$ cat src/rtl/nvram_pkg.sv
// Shared types and constants for the CMOS NVRAM upload path.
package nvram_pkg;

  typedef enum logic [1:0] {
    StIdle,
    StRead,
    StWait,
    StHold
  } nvram_state_t;

  localparam logic [7:0] NVRAM_FILL = 8'hFF;

endpackage

$ cat src/rtl/nvram_dirty_tracker.sv
// Tracks CPU writes to CMOS and raises a one-cycle autosave request once the
// game has stopped writing for HOLDOFF_FRAMES vblank periods.
module nvram_dirty_tracker #(
  parameter int unsigned HOLDOFF_FRAMES = 60
) (
  input  logic i_clk,
  input  logic i_reset,
  input  logic i_cmos_we,
  input  logic i_vblank,
  input  logic i_autosave_en,
  input  logic i_upload,
  input  logic i_sel_fall,
  output logic o_upload_req
);

  localparam int unsigned QW = (HOLDOFF_FRAMES < 1) ? 1 : $clog2(HOLDOFF_FRAMES + 1);
  localparam logic [QW-1:0] QuietInit = QW'(HOLDOFF_FRAMES);

  logic          r_vblank_q;
  logic          r_primed;
  logic          r_dirty;
  logic          r_requested;
  logic [QW-1:0] r_quiet;

  logic w_vb_rise;
  logic w_req;

  // r_primed masks the first cycle after reset so it never counts as an edge.
  assign w_vb_rise = i_vblank && !r_vblank_q && r_primed;

  // Combinational so the request can never overlap an active upload.
  assign w_req = (r_quiet == '0) && r_dirty && i_autosave_en && !i_upload && !r_requested;
  assign o_upload_req = w_req;

  always_ff @(posedge i_clk) begin
    if (i_reset) begin
      r_vblank_q  <= 1'b0;
      r_primed    <= 1'b0;
      r_dirty     <= 1'b0;
      r_requested <= 1'b0;
      r_quiet     <= QuietInit;
    end else begin
      r_vblank_q <= i_vblank;
      r_primed   <= 1'b1;
      if (i_cmos_we) begin
        // A write beats a simultaneous end-of-session clear and re-arms the request.
        r_dirty     <= 1'b1;
        r_quiet     <= QuietInit;
        r_requested <= 1'b0;
      end else if (i_sel_fall) begin
        r_dirty     <= 1'b0;
        r_requested <= 1'b0;
      end else begin
        if (w_vb_rise && r_dirty && (r_quiet != '0)) begin
          r_quiet <= r_quiet - QW'(1);
        end
        if (w_req) begin
          r_requested <= 1'b1;
        end
      end
    end
  end

endmodule

$ cat src/rtl/nvram_upload.sv
// Serves ioctl upload reads from the CMOS RAM second port, one byte per nibble,
// with a one-deep pending slot for strobes that arrive mid-read.
module nvram_upload
  import nvram_pkg::*;
#(
  parameter int unsigned         ADDR_W         = 10,
  parameter int unsigned         DATA_W         = 4,
  parameter logic [7-DATA_W:0]   PAD            = 4'hF,
  parameter int unsigned         RAM_LATENCY    = 1,
  parameter logic [15:0]         INDEX          = 16'd4,
  parameter int unsigned         HOLDOFF_FRAMES = 60
) (
  input  logic              clk_sys,
  input  logic              reset,
  input  logic              ioctl_upload,
  input  logic [15:0]       ioctl_index,
  input  logic              ioctl_rd,
  input  logic [24:0]       ioctl_addr,
  output logic [7:0]        ioctl_din,
  output logic              ioctl_upload_req,
  output logic [ADDR_W-1:0] ram_addr,
  output logic              ram_rd,
  input  logic [DATA_W-1:0] ram_q,
  input  logic              cpu_cmos_we,
  input  logic              vblank,
  input  logic              autosave_en,
  output logic              busy,
  output logic              overrun
);

  localparam logic [1:0] LatInit = 2'(RAM_LATENCY);

  nvram_state_t      r_state, w_state_d;
  logic [1:0]        r_cnt, w_cnt_d;
  logic [7:0]        r_din, w_din_d;
  logic [ADDR_W-1:0] r_ram_addr, w_ram_addr_d;
  logic              r_ram_rd, w_ram_rd_d;
  logic              r_pend, w_pend_d;
  logic              r_pend_oor, w_pend_oor_d;
  logic [ADDR_W-1:0] r_pend_addr, w_pend_addr_d;
  logic              r_overrun, w_overrun_d;
  logic              r_sel_q;

  logic              w_sel, w_strobe, w_in_range, w_sel_rise, w_sel_fall;
  logic              w_src_valid, w_src_oor, w_take, w_live_ok;
  logic [ADDR_W-1:0] w_src_addr;

  assign w_sel      = ioctl_upload && (ioctl_index == INDEX);
  assign w_strobe   = w_sel && ioctl_rd;
  assign w_in_range = (ioctl_addr >> ADDR_W) == 25'd0;
  assign w_sel_rise = w_sel && !r_sel_q;
  assign w_sel_fall = !w_sel && r_sel_q;

  always_comb begin
    w_state_d     = r_state;
    w_cnt_d       = r_cnt;
    w_din_d       = r_din;
    w_ram_addr_d  = r_ram_addr;
    w_ram_rd_d    = 1'b0;
    w_pend_d      = r_pend;
    w_pend_oor_d  = r_pend_oor;
    w_pend_addr_d = r_pend_addr;
    w_overrun_d   = r_overrun;
    w_take        = 1'b0;
    w_live_ok     = 1'b0;
    // A pending strobe is older than a live one, so it is served first.
    w_src_valid   = r_pend || w_strobe;
    w_src_oor     = r_pend ? r_pend_oor : !w_in_range;
    w_src_addr    = r_pend ? r_pend_addr : ioctl_addr[ADDR_W-1:0];

    case (r_state)
      StIdle, StHold: begin
        if (w_src_valid) begin
          w_take    = r_pend;
          w_live_ok = !r_pend;
          if (w_src_oor) begin
            w_din_d   = NVRAM_FILL;
            w_state_d = StHold;
          end else begin
            w_ram_addr_d = w_src_addr;
            w_ram_rd_d   = 1'b1;
            w_cnt_d      = LatInit;
            w_state_d    = StWait;
          end
        end else if ((r_state == StHold) && !w_sel) begin
          w_state_d = StIdle;
        end
      end
      StWait: begin
        if (r_cnt == 2'd0) begin
          w_din_d = {PAD, ram_q};
          // In-range pending reads issue back to back; out-of-range ones go via StHold.
          if (r_pend && !r_pend_oor) begin
            w_take       = 1'b1;
            w_ram_addr_d = r_pend_addr;
            w_ram_rd_d   = 1'b1;
            w_cnt_d      = LatInit;
          end else begin
            w_state_d = StHold;
          end
        end else begin
          w_cnt_d = r_cnt - 2'd1;
        end
      end
      default: w_state_d = StIdle;
    endcase

    if (w_take) begin
      w_pend_d = 1'b0;
    end
    if (w_strobe && !w_live_ok) begin
      if (!r_pend || w_take) begin
        w_pend_d      = 1'b1;
        w_pend_oor_d  = !w_in_range;
        w_pend_addr_d = ioctl_addr[ADDR_W-1:0];
      end else begin
        w_overrun_d = 1'b1;
      end
    end
    if (w_sel_rise) begin
      w_overrun_d = 1'b0;
    end
  end

  always_ff @(posedge clk_sys) begin
    if (reset) begin
      r_state     <= StIdle;
      r_cnt       <= 2'd0;
      r_din       <= 8'h00;
      r_ram_addr  <= '0;
      r_ram_rd    <= 1'b0;
      r_pend      <= 1'b0;
      r_pend_oor  <= 1'b0;
      r_pend_addr <= '0;
      r_overrun   <= 1'b0;
      r_sel_q     <= 1'b0;
    end else begin
      r_state     <= w_state_d;
      r_cnt       <= w_cnt_d;
      r_din       <= w_din_d;
      r_ram_addr  <= w_ram_addr_d;
      r_ram_rd    <= w_ram_rd_d;
      r_pend      <= w_pend_d;
      r_pend_oor  <= w_pend_oor_d;
      r_pend_addr <= w_pend_addr_d;
      r_overrun   <= w_overrun_d;
      r_sel_q     <= w_sel;
    end
  end

  assign ioctl_din = r_din;
  assign ram_addr  = r_ram_addr;
  assign ram_rd    = r_ram_rd;
  assign overrun   = r_overrun;
  assign busy      = (r_state == StWait) || r_pend;

  nvram_dirty_tracker #(
    .HOLDOFF_FRAMES(HOLDOFF_FRAMES)
  ) u_dirty (
    .i_clk        (clk_sys),
    .i_reset      (reset),
    .i_cmos_we    (cpu_cmos_we),
    .i_vblank     (vblank),
    .i_autosave_en(autosave_en),
    .i_upload     (ioctl_upload),
    .i_sel_fall   (w_sel_fall),
    .o_upload_req (ioctl_upload_req)
  );

endmodule

$ cat config.mk
export PLATFORM = sky130hd
export DESIGN_NAME = nvram_upload
export DESIGN_NICKNAME = d
export VERILOG_FILES = /design/src/rtl/nvram_pkg.sv /design/src/rtl/nvram_dirty_tracker.sv /design/src/rtl/nvram_upload.sv
export SDC_FILE = /design/constraint.sdc
export NUM_CORES = 1
export LEC_CHECK = 0
export BUFFER_PORTS_ARGS = -buffer_cell sky130_fd_sc_hd__buf_2
export CAP_MARGIN = 20
export CORE_MARGIN = 2
export CORE_UTILIZATION = 45
export CTS_CLUSTER_DIAMETER = 30
export DETAILED_ROUTE_END_ITERATION = 8
export GPL_TIMING_DRIVEN = 0
export MAX_ROUTING_LAYER = met4
export PLACE_DENSITY_LB_ADDON = 0.05
export SYNTH_ARGS = -nofsm -noshare
export SYNTH_HDL_FRONTEND = slang
export SYNTH_HIERARCHICAL = 1
export SYNTH_SLANG_ARGS = --single-unit
$ cat constraint.sdc
create_clock -name clk_sys -period 2.05 [get_ports clk_sys]
set_clock_uncertainty 0.15 [all_clocks]
set_input_delay 0.1025 -clock clk_sys [delete_from_list [all_inputs] [get_ports clk_sys]]
set_output_delay 0.1025 -clock clk_sys [all_outputs]
set_load 0.01 [all_outputs]
* Word-level counts from Yosys, hierarchy flattened *
Index checks and enable logic that the tools add are counted.

operators by class
  add/sub/neg operators = 2
  equal/unequal tests = 11
  shift-type cells = 0
  $mul = 0
  bitwise logic cells = 2
  reductions and logical operators = 45
  muxes and demuxes = 37
  order comparisons = 0
  div/mod/pow operators = 0

operator list
  cell                                               count
  2-to-1 mux 10 bit                                  5
  logical NOT 25 bit                                 1
  2-to-1 mux 8 bit                                   3
  one-hot mux 10 bit (2 select lines)                1
  == test 16 x 3 -> 1 bit (second input constant)    1
  2-to-1 mux 2 bit                                   8
  one-hot mux 8 bit (2 select lines)                 1
  logical AND 1 bit                                  15
  2-to-1 mux 1 bit                                   15
  inequality test 2 bit (second input constant)      6
  logical NOT 1 bit                                  9
  one-hot mux 2 bit (2 select lines)                 2
  AND reduction 4 bit                                2
  logical NOT 6 bit                                  1
  inequality test 3 bit (second input constant)      2
  AND reduction 2 bit                                3
  nonzero test 6 bit                                 1
  OR reduction 2 bit                                 3
  subtractor 6 x 1 -> 6 bit (second input constant)  1
  AND reduction 5 bit                                1
  == test 2 bit (second input constant)              2
  logical NOT 2 bit                                  2
  one-hot mux 1 bit (2 select lines)                 2
  nonzero test 2 bit                                 2
  5 further kinds                                    8

word-level totals
  RAM bits = 0
  register bits after elaboration = 47
  output and inout bits = 22
  logic and storage cells = 112
  input bits = 52
  bits in latches = 0
  memories = 0
  ROM bits = 0

* Logic depth before layout (Yosys ltp) *
Gate-level depths: netlist of run 1.

  word-level depth = 9
  gate-level depth with buffers = 9
  gate-level depth less buffers = 8

* Modules after synthesis *
Netlist of run 1, hierarchy kept.

by module, submodules not included
  module               cells each  sequential area each (um^2)  instances  area an instance (um^2)
  nvram_upload         191         680.7                        1          1741.7
  nvram_dirty_tracker  49          200.2                        1          474.2

* Worst setup path after synthesis of run 1 *
Ideal clock, no wire load.

  path kind = reg-to-reg
  start point = reg r_state[0]
  end point = reg r_pend_oor
  path buffers = 2
  library setup time = 128 ps
  clock period less this slack = 2041 ps
  required time = 1772 ps
  setup slack = 9 ps
  stages on the path, launching flop included = 10
  arrival = 1763 ps
  cell sequence = dfxtp_1 inv_1 ha_1 clkbuf_1 a21oi_1 o21ai_0 nand3_1 buf_2 mux2i_1 nor2_1

on the way
  word-level cells in the longest chain between the ends = 6
  elaborated cells between the ends (all ways) = 10
  classes of those cells = eq/ne: 2; mux: 2; reduce/logical: 6

ends and longest elaborated chain
  item                                                RTL line             text
  from (decl)                                         nvram_upload.sv:33   nvram_state_t r_state, w_state_d;
  from (signal assigned)                              nvram_upload.sv:127  r_state <= StIdle;
  from (signal assigned)                              nvram_upload.sv:138  r_state <= w_state_d;
  == test 2 bit or logical NOT 2 bit (tied branches)  nvram_upload.sv:71   case (r_state)
  OR reduction 2 bit                                  nvram_upload.sv:71
  2-to-1 mux 1 bit                                    nvram_upload.sv:71
  logical NOT 1 bit                                   nvram_upload.sv:111  if (w_strobe && !w_live_ok) begin
  logical AND 1 bit                                   nvram_upload.sv:111
  AND reduction 2 bit (no source line) *              -
  to (signal assigned)                                nvram_upload.sv:144  r_pend_oor <= w_pend_oor_d;
  to (decl)                                           nvram_upload.sv:39   logic r_pend_oor, w_pend_oor_d;

Every way passes the cells marked *; elsewhere a longest branch is shown, timed or not.
A chain may end at the register's enable or synchronous reset.

* Final worst setup path of run 1 *
  start point = reg r_state[1]
  end point = reg r_pend_addr[9]

on the way
  word-level cells in the longest chain between the ends = 6
  elaborated cells between the ends (all ways) = 10
  classes of those cells = eq/ne: 2; mux: 2; reduce/logical: 6

ends and longest elaborated chain
  item                                                RTL line             text
  == test 2 bit or logical NOT 2 bit (tied branches)  nvram_upload.sv:71
  OR reduction 2 bit                                  nvram_upload.sv:71
  2-to-1 mux 1 bit                                    nvram_upload.sv:71
  logical NOT 1 bit                                   nvram_upload.sv:111
  logical AND 1 bit                                   nvram_upload.sv:111
  AND reduction 2 bit (no source line) *              -
  to (signal assigned)                                nvram_upload.sv:145  r_pend_addr <= w_pend_addr_d;
  to (decl)                                           nvram_upload.sv:40   logic [ADDR_W-1:0] r_pend_addr, w_pend_addr_d;

Marked as above.

==> results of run 1 <==
[worst reg2reg max path, delay by kind of cell, from the launching register on]
family / cells / cell delay [ns]
AOI/OAI and AO/OA: 2 / 0.30
buffers and inverters: 1 / 0.22
adders and majority gates: 1 / 0.20
DFF: 1 / 0.40
muxes: 1 / 0.16
and+or+nand+nor: 3 / 0.42
[state kept, by name (all words and copies together) (netlist names), 2 cells and up]
| signal | flops |
|---|---|
| r_pend_addr | 10 |
| ram_addr | 10 |
| u_dirty/r_quiet | 6 |
| ioctl_din | 5 |
| r_cnt | 2 |
| r_state | 2 |
[metal layers]
layer,up-vias,part of all wire [%],track usage [%],routed length (um)
li1,1045,-,-,-
met1,922,42,21.2,2170
met2,37,52,37.1,2700
met3,8,3.7,4.88,193
met4,0,1.8,7.07,91
met5,-,0,-,0
[power by group through the flow]
stage               clock [mW]  sequential, mW  combinational, mW
global route             0.635           0.861              0.147
finish                   0.582           0.860              0.135
CTS                      0.600           0.860              0.135
detailed placement           0           0.881              0.113
floorplan                    0           0.880             0.0448
global placement             0           0.881              0.110
[per-stage QoR]
step           setup TNS (ns)  power, mW  hold WS, ns
2_1_floorplan               0      0.925      0.00902
3_3_place_gp            -3.93      0.990        0.163
3_5_place_dp            -4.35      0.993        0.163
4_1_cts                     0       1.60       0.0276
5_1_grt                -0.129       1.64       0.0417
6_report                    0       1.58       0.0276
[cell families (layout without fill, tap and decap cells)]
| family | after synthesis | after routing | share of synthesized area [%] |
|---|---|---|---|
| compound gates | 50 | 50 | 20.3 |
| xor+xnor | 1 | 1 | 0.395 |
| fa+ha+maj | 5 | 5 | 2.82 |
| buf+inv | 25 | 122 | 5.31 |
| flops | 44 | 44 | 39.8 |
| mux | 11 | 11 | 4.97 |
| simple gates | 104 | 104 | 26.4 |
[cell type report]
cell class,count,share of cell area [%]
Buffer,11,2.39
Clock buffer,7,3.23
Inverter,12,1.51
Multi-Input combinational cell,171,42.0
Sequential cell,44,29.5
Tap cell,67,2.81
Timing Repair Buffer,92,18.5
[worst paths after layout]
kind | slack (ns) | cells after the start | endpoint | start
setup / recovery | 0.07 | 8 | r_pend_addr[9]$_SDFFE_PP0P_ | r_state[1]$_SDFFE_PP0P_
hold / removal | 0.03 | 4 | ioctl_din[3]$_SDFFE_PP0P_ | ram_q[3]
setup reg to reg | 0.07 | 8 | r_pend_addr[9]$_SDFFE_PP0P_ | r_state[1]$_SDFFE_PP0P_
hold reg to reg | 0.31 | 1 | ioctl_din[1]$_SDFFE_PP0P_ | ioctl_din[1]$_SDFFE_PP0P_
[placed cells by master, fill, tap and decap left out, types with 3 or more instances in the layout]
| cell | count |
|---|---|
| clkbuf_8 | 7 |
| o21ai_0 | 5 |
| nor4_1 | 3 |
| nand2_1 | 28 |
| buf_2 | 73 |
| dlygate4sd3_1 | 17 |
| ha_1 | 4 |
| nor2b_1 | 3 |
| o31ai_1 | 3 |
| inv_1 | 11 |
| a311oi_2 | 10 |
| mux2i_1 | 11 |
| clkbuf_1 | 4 |
| nor3_1 | 5 |
| dfxtp_1 | 44 |
| a21oi_1 | 10 |
| buf_4 | 5 |
| nor2_1 | 41 |
| o21a_1 | 8 |
[what timing repair did]
action | in CTS | in global routing
resized for setup | 5 | 7
hold buffers | 17 | 0
pin swaps | 0 | 1
hold endpoints to repair | 29 | 0
gates cloned | 0 | 1
setup buffers | 0 | 1
setup endpoints to repair | 22 | 19
==> results_dict.tcl, run 1 <==
set metrics [dict create \
    status "finished, final reports clean" \
    ys.warnings.count 6 \
    finalCritPeriodShare_pct 96.5 \
    synth_area_leader_cell "dfxtp_1" \
    htreeDepth 2 \
    multi_input_area_sq_um 1250 \
    synth_fp_nets 297 \
    drc_errors 0 \
    fin_crit_ns 1.98 \
    place.gp.congestion 0.800 \
    grt_pass1_wl_um 8200 \
    crit_path_end_kind "register" \
    grt_max_degree 13 \
    dp_cells 380 \
    nFillCells 419 \
    die_area_sq_um 5500 \
    place_ws_ns -0.299 \
    maxSlewViolCount 0 \
    start_util_pct 46.9 \
    portBuffers 73 \
    final_nets 394 \
    yosys.area.top_type_share_pct 39.8 \
    clock_latency_ns 0.30 \
    instances_no_fill 404 \
    required_ns 2.07 \
    setup_viol 0 \
    hpwl_um 3720 \
    synthTopCellsByArea "dfxtp_1, nor2_1, a311oi_2, mux2i_1, nand2_1" \
    max-cap-violations 0 \
    clk_pin_slew_ns 0.08 \
    yosys_most_used_dff "dfxtp_1" \
    syn_to_final_growth_pct 34.6 \
    drive_gt1_share_pct 35.9 \
    post-route-cell-area_sq_um 2980 \
    antenna_found_initial 0 \
    drt_iter0_markers 58 \
    sequentialPowerShare_pct 54.5 \
    min_path_type "input port to register" \
    vdd_ir_drop_max_mv 0.490 \
    grt_usage_pct 20.3 \
    ys_ff_latch 44 \
    root_buffer "clkbuf_8" \
    swShare_pct 21.9 \
    crit_arrival_ns 2.00 \
    dieWidth_um 74.2 \
    start_kind "register" \
    critPathTopFamily "simple AND/OR/NAND/NOR gates" \
    avgRoutedWirePerCell_um 12.8 \
    criticalPathCategory "register to register" \
    ant_nets 0 \
    cp_slowest_cell "dfxtp_1" \
    grt_pass1_vias 1856 \
    synth_cell_types 50 \
    num_vias 2012 \
    vias_per_cell 4.98 \
    tightest_slew_ns 0.606 \
    overflow 0 \
    cpPeakStageDelay_ns 0.40 \
    cts_max_path_buffers 2 \
    critical_path_buf_inv_count 1 \
    yosys-top-cells-count "dfxtp_1, nor2_1, nand2_1, inv_1" \
    dr.pass1.iters 4 \
    cts_made_buffers 5 \
    rows 25 \
    crit_fanout 7 \
    syn_area_sq_um 2220 \
    cts_tree "done" \
    ys_seq_area_share_pct 39.8 \
    n_antenna_cell 0 \
    hold_viol_final 0 \
    path_cells "ha_4 -> nor3b_4 -> a21oi_2 -> o21ai_2 -> nand3_2 -> clkbuf_4 -> mux2i_1 -> nor2_1" \
    synthCells 240 \
    p_clk_share_pct 36.9 \
    switchingPower_mw 0.345 \
    synth_async_sr_flop_share_pct 0 \
    cts_sinks 44 \
    wl_um 5150 \
    comb_power_share_pct 8.6 \
    io_pins 74 \
    timing.final.ws_setup_ns 0.0716 \
    die_y_um 74.2 \
    max_freq_mhz 505 \
    placed_cell_area_sq_um 2670 \
    p_int_mw 1.23 \
    core_area_sq_um 4720 \
    leakage_nw 1.32 \
    syn_area_per_cell_sq_um 9.23 \
    yosysMostFrequentCell "dfxtp_1" \
    synth_edf_count 0 \
    p_per_area_nw_per_um2 529 \
    seq_area_sq_um 881 \
    relSlewSlack_pct 59.6 \
    final_core_util_pct 63.1 \
]
(Power assumes the default switching activity.)
==> run 2: changes to the inputs <==
Settings changed: CELL_PAD_IN_SITES_DETAIL_PLACEMENT from default to 2, CELL_PAD_IN_SITES_GLOBAL_PLACEMENT from default to 2, CORE_UTILIZATION 45 to 26, GPL_ROUTABILITY_DRIVEN from default to 1.
==> run 2 against run 1 <==
First-iteration DRC count is 62% lower. Worst setup slack better by 0.048 ns. Register-to-register slack better by 0.08 ns. Via count is 4.5% higher. Final cell count is 10% higher. Sequential power hardly changed. Combinational power is 4% higher. Sequential share of layout area is 0.80 points lower. Wire length is 30% higher. Critical path type is now input port to register.
==> results_dict.tcl, run 2 (synthesis gave the netlist of run 1 again) <==
set metrics [dict create \
    vdd_ir_drop_max_mv 0.256 \
    fin_crit_ns 1.93 \
    setup_tns_ns 0 \
    root_buffer "clkbuf_8" \
    instances_no_fill 445 \
    cts_sinks 44 \
    tightest_slew_ns 0.707 \
    relSlewSlack_pct 52.9 \
    overflow 0 \
    p_per_area_nw_per_um2 549 \
    ant_nets 0 \
    num_vias 2102 \
    place_ws_ns -0.449 \
    drt_iter0_markers 22 \
    grt_pass1_vias 2252 \
    maxSlewViolCount 0 \
    clk_pin_slew_ns 0.10 \
    crit_fanout 4 \
    timing.final.ws_setup_ns 0.119 \
    rows 33 \
    layout_common_cells "buf_2, dfxtp_1, nor2_1" \
    cts_tree "done" \
    max-cap-violations 0 \
    drive_gt1_share_pct 37.6 \
    core_area_sq_um 8260 \
    place.gp.congestion 0.784 \
    setup_viol 0 \
    required_ns 2.15 \
    max_freq_mhz 518 \
    grt_usage_pct 16.5 \
    hpwl_um 4900 \
    status "finished, final reports clean" \
    die_area_sq_um 9280 \
    hold_viol_final 0 \
    final_nets 396 \
    start_util_pct 26.8 \
    min_path_type "input port to register" \
    leakage_nw 1.34 \
    rsz0062_at_grt "false" \
    io_pins 74 \
    syn_to_final_growth_pct 38.7 \
    dr_wl_met2_um 3620 \
    grt_pass1_wl_um 11300 \
    portBuffers 73 \
    dp_cells 418 \
    cts_made_buffers 5 \
    dieWidth_um 96.3 \
    criticalPathCategory "input port to register" \
    finalCritPeriodShare_pct 94.2 \
    antenna_found_initial 0 \
    dr.pass1.iters 4 \
    htreeDepth 2 \
    start_kind "input port" \
    vias_per_cell 4.72 \
    wl_um 6720 \
    wl_met1_um 2860 \
    die_y_um 96.3 \
    final_common_cell "buf_2" \
    drc_errors 0 \
    n_antenna_cell 0 \
    avgRoutedWirePerCell_um 15.1 \
    clock_latency_ns 0.31 \
    crit_arrival_ns 2.03 \
    wl_met3_um 179 \
    crit_path_end_kind "register" \
    ff2ff_setup_slack_ns 0.15 \
    cts_max_path_buffers 2 \
    grt_max_degree 15 \
    highest_layer "met4" \
]
## run 2: cell count changes in the layout (fill, tap and decap cells not counted), moves of 2 or more
cell / delta
buf_4: +2
clkbuf_8: -2
dfxtp_1: -2
dfxtp_2: +2
## run 2: per-stage QoR
step / hold WS, ns / total power, mW / utilization [%] / area (sq um)
6_report: 0.0311 / 1.69 / 37.2 / 3070
3_5_place_dp: 0.185 / 0.999 / 32.8 / 2710
2_1_floorplan: 0.00902 / 0.925 / - / 2220
5_1_grt: 0.0530 / 1.76 / 37.2 / 3070
3_3_place_gp: 0.182 / 0.995 / 32.8 / 2710
4_1_cts: 0.0285 / 1.71 / 36.8 / 3040
## run 2: layout make-up
class	count	area, sq um
plain buffers	11	72.6
clock buffers	5	68.8
clock inverters	3	42.5
fillers	939	5180
inverters	12	45.0
multi-input cells	171	1260
flip-flops and latches	44	883
well taps	105	131
repair buffers	94	569
## run 2: timing repair
item                                   4_1_cts  5_1_grt
hold buffers                                17        0
gates resized for setup                     11        7
pin swaps                                    1        6
gates cloned                                 1        0
buffers inserted                             1        2
setup endpoints to repair                   24       18
endpoints found under the hold margin       31        0
## run 2: final timing paths
check / from / depth (start not counted) / to
worst max-delay path: ioctl_index[8] / 8 / u_dirty/r_quiet[5]$_SDFFE_PP1P_
worst min register to register: ioctl_din[1]$_SDFFE_PP0P_ / 1 / ioctl_din[1]$_SDFFE_PP0P_
worst min-delay path: ram_q[2] / 4 / ioctl_din[2]$_SDFFE_PP0P_
worst max register to register: r_state[0]$_SDFFE_PP0P_ / 9 / r_pend_addr[2]$_SDFFE_PP0P_
## run 2: worst max-delay path, stage by stage
cell      delay, ns
buf_2          0.11
nor4b_4        0.32
nand4_4        0.15
o21a_1         0.26
and4bb_2       0.35
nand4_1        0.18
or4_1          0.46
nand3_1        0.09
## run 2: power by group
| part | switching (mW) | internal, mW |
|---|---|---|
| combinational | 0.0658 | 0.0743 |
| sequential | 0.00259 | 0.858 |
| clock | 0.325 | 0.361 |
## run 2: per-layer routing
layer | GRT usage [%] | vias to the layer above
met5 | - | -
met2 | 29.9 | 24
met1 | 18.7 | 1023
li1 | - | 1050
met4 | 3.87 | 0
met3 | 3.37 | 5
==> run 3: changes to the inputs <==
Settings changed: CORE_UTILIZATION 26 to 27, GPL_TIMING_DRIVEN 0 to 1, SYNTH_HIERARCHICAL 1 to default.
==> run 3 against run 2 <==
Count of clock-buffer cells in the layout stayed put. Highest routed layer unchanged. Clock power shrank 20%. Fmax shrank 0.61%. Core utilization rose by 1.3 points. Wire length rose by 16%. Sequential power barely moved. Total power shrank 6.5%. Sequential share of layout area shrank 2.7 points. Die area rose by 6.1%. Final cell count increased by 12%.
==> results_dict.tcl, run 3 <==
set metrics [dict create \
    avgRoutedWirePerCell_um 15.7 \
    status "finished, final reports clean" \
    final_core_util_pct 38.5 \
    final_common_cell "buf_2" \
    yosys.area.top_type_share_pct 36.0 \
    grt_use_met1_pct 20.3 \
    synth_async_sr_flop_share_pct 0 \
    cts_tree "done" \
    cp_slowest_cell "ha_2" \
    antenna_found_initial 0 \
    ys_seq_area_share_pct 36.0 \
    finalCritPeriodShare_pct 94.8 \
    overflow 0 \
    ys_ff_latch 44 \
    critical_path_buf_inv_count 2 \
    synthCells 284 \
    ant_nets 0 \
    core_area_sq_um 8760 \
    seq_area_sq_um 881 \
    clk_pin_slew_ns 0.08 \
    dieWidth_um 99.2 \
    vias_per_cell 5.06 \
    multi_input_area_sq_um 1490 \
    busiest_layer "met2" \
    path_cells "inv_1 -> ha_2 -> or2b_1 -> nand2_1 -> o21ai_4 -> buf_12 -> mux2_4" \
    maxSlewViolCount 0 \
    synth_area_leader_cell "dfxtp_1" \
    die_area_sq_um 9850 \
    drc_errors 0 \
    layout_common_cells "buf_2, dfxtp_1, a21oi_1" \
    drive_gt1_share_pct 35.1 \
    max-cap-violations 0 \
    n_antenna_cell 0 \
    grt_max_degree 34 \
    grt_pass1_wl_um 13100 \
    hold_viol_final 0 \
    post-route-cell-area_sq_um 3380 \
    ys.warnings.count 0 \
    grt_use_met3_pct 3.37 \
    rows 34 \
    yosys-top-cells-count "dfxtp_1, a21oi_1, nand2_1, nor2_1, o21ai_0" \
    vdd_ir_drop_max_mv 0.226 \
    setup_viol 0 \
    criticalPathCategory "register to register" \
    synthTopCellsByArea "dfxtp_1, a21oi_1, mux2_4, nand2_1, o21ai_0" \
    nFillCells 1035 \
    synth_edf_count 0 \
    cts_made_buffers 5 \
    yosys_most_used_dff "dfxtp_1" \
    start_util_pct 27.9 \
    cpPeakStageDelay_ns 0.36 \
    root_buffer "clkbuf_8" \
    setup_tns_ns 0 \
    htreeDepth 2 \
    max_freq_mhz 515 \
    hpwl_um 5830 \
    syn_to_final_growth_pct 37.9 \
    fin_crit_ns 1.94 \
    synth_cell_types 54 \
    crit_path_end_kind "register" \
    die_y_um 99.2 \
    required_ns 2.10 \
    wl_um 7810 \
    io_pins 74 \
    grt_usage_pct 16.9 \
    total_power_mw 1.58 \
    whs_ns 0.115 \
    leakage_nw 1.48 \
    clock_latency_ns 0.30 \
    start_kind "register" \
    crit_arrival_ns 1.99 \
    cts_sinks 44 \
    crit_fanout 10 \
    portBuffers 73 \
    grt_pass1_vias 2655 \
    place.gp.congestion 0.762 \
    dr.pass1.iters 4 \
    p_per_area_nw_per_um2 467 \
    final_nets 446 \
    relSlewSlack_pct 59.0 \
    synth_fp_nets 340 \
    yosysMostFrequentCell "dfxtp_1" \
    tightest_slew_ns 0.615 \
    use_met2_pct 29.6 \
    syn_area_per_cell_sq_um 8.62 \
    syn_area_sq_um 2450 \
    min_path_type "input port to register" \
    drt_iter0_markers 39 \
    critPathTopFamily "simple AND/OR/NAND/NOR gates" \
    num_vias 2519 \
    placed_cell_area_sq_um 3060 \
    cts_max_path_buffers 2 \
]
-- run 3: cell types whose count changed after synthesis, sizes merged, moves of 5 or more --
cell    before  now
a21oi       11   30
a311oi      10    4
and2         0    5
and2b        0    8
mux2         0   10
mux2i       11    3
nand3        4   15
nor2        41   18
o21a         8    3
o21ai        6   19
-- run 3: cell type report --
type                       instances  share of cell area (%)
clock buffer                       5                    2.04
multi-input combinational        212                    44.2
inverter                          13                    1.44
timing repair buffer             114                    21.9
clock inverter                     2                   0.371
tap                              108                    4.00
sequential                        44                    26.1
-- run 3: tightest hold or removal path: stages --
cell	delay, ns
buf_2	0.09
nor2_1	0.04
and4_1	0.16
nand2_1	0.09
nor2_1	0.04
-- run 3: power breakdown --
group	internal, mW	switching [mW]
Clock	0.232	0.320
Sequential	0.858	0.00428
Combinational	0.0849	0.0788
Total	1.17	0.403
-- run 3: final timing paths --
kind	from	end	slack, ns	depth (start not counted)
hold reg to reg	r_pend_addr[9]$_SDFFE_PP0P_	r_pend_addr[9]$_SDFFE_PP0P_	0.34	2
setup / recovery	r_state[0]$_SDFFE_PP0P_	ram_addr[1]$_SDFFE_PP0P_	0.11	7
setup reg to reg	r_state[0]$_SDFFE_PP0P_	ram_addr[1]$_SDFFE_PP0P_	0.11	7
hold / removal	ioctl_index[9]	r_sel_q$_SDFF_PP0_	0.11	5
-- run 3: cells by family (layout without fill, tap and decap cells) --
logic type,count (synthesis),after routing,synth area share [%]
multiplexers,13,13,7.36
buffers and inverters,28,134,5.31
AO/OA/AOI/OAI,78,78,20.4
adder cells (fa/ha/maj),4,4,2.04
flip-flops,44,44,36.0
AND/OR/NAND/NOR,117,117,28.9
-- run 3: layer usage --
layer  wire length, um  part of all wire (%)  vias to the layer above
met5                 0                     0                        -
met4                39                  0.50                        0
met3               230                   2.9                        6
met2              3980                    51                       35
met1              3550                    46                     1239
li1                  -                     -                     1239
-- run 3: repair_timing --
item / CTS / global route
pin swaps: 0 / 2
setup buffers: 0 / 1
hold buffers: 16 / 0
endpoints found under the setup margin: 3 / 30
resized for setup: 4 / 6
hold endpoints to repair: 19 / 0
-- run 3: through the flow --
stage	setup WS, ns	cells
after floorplan	0.0928	284
after global placement	0.0174	474
after detailed placement	0.00672	474
after CTS	0.00224	497
after global routing	-0.0288	498
final	0.107	498
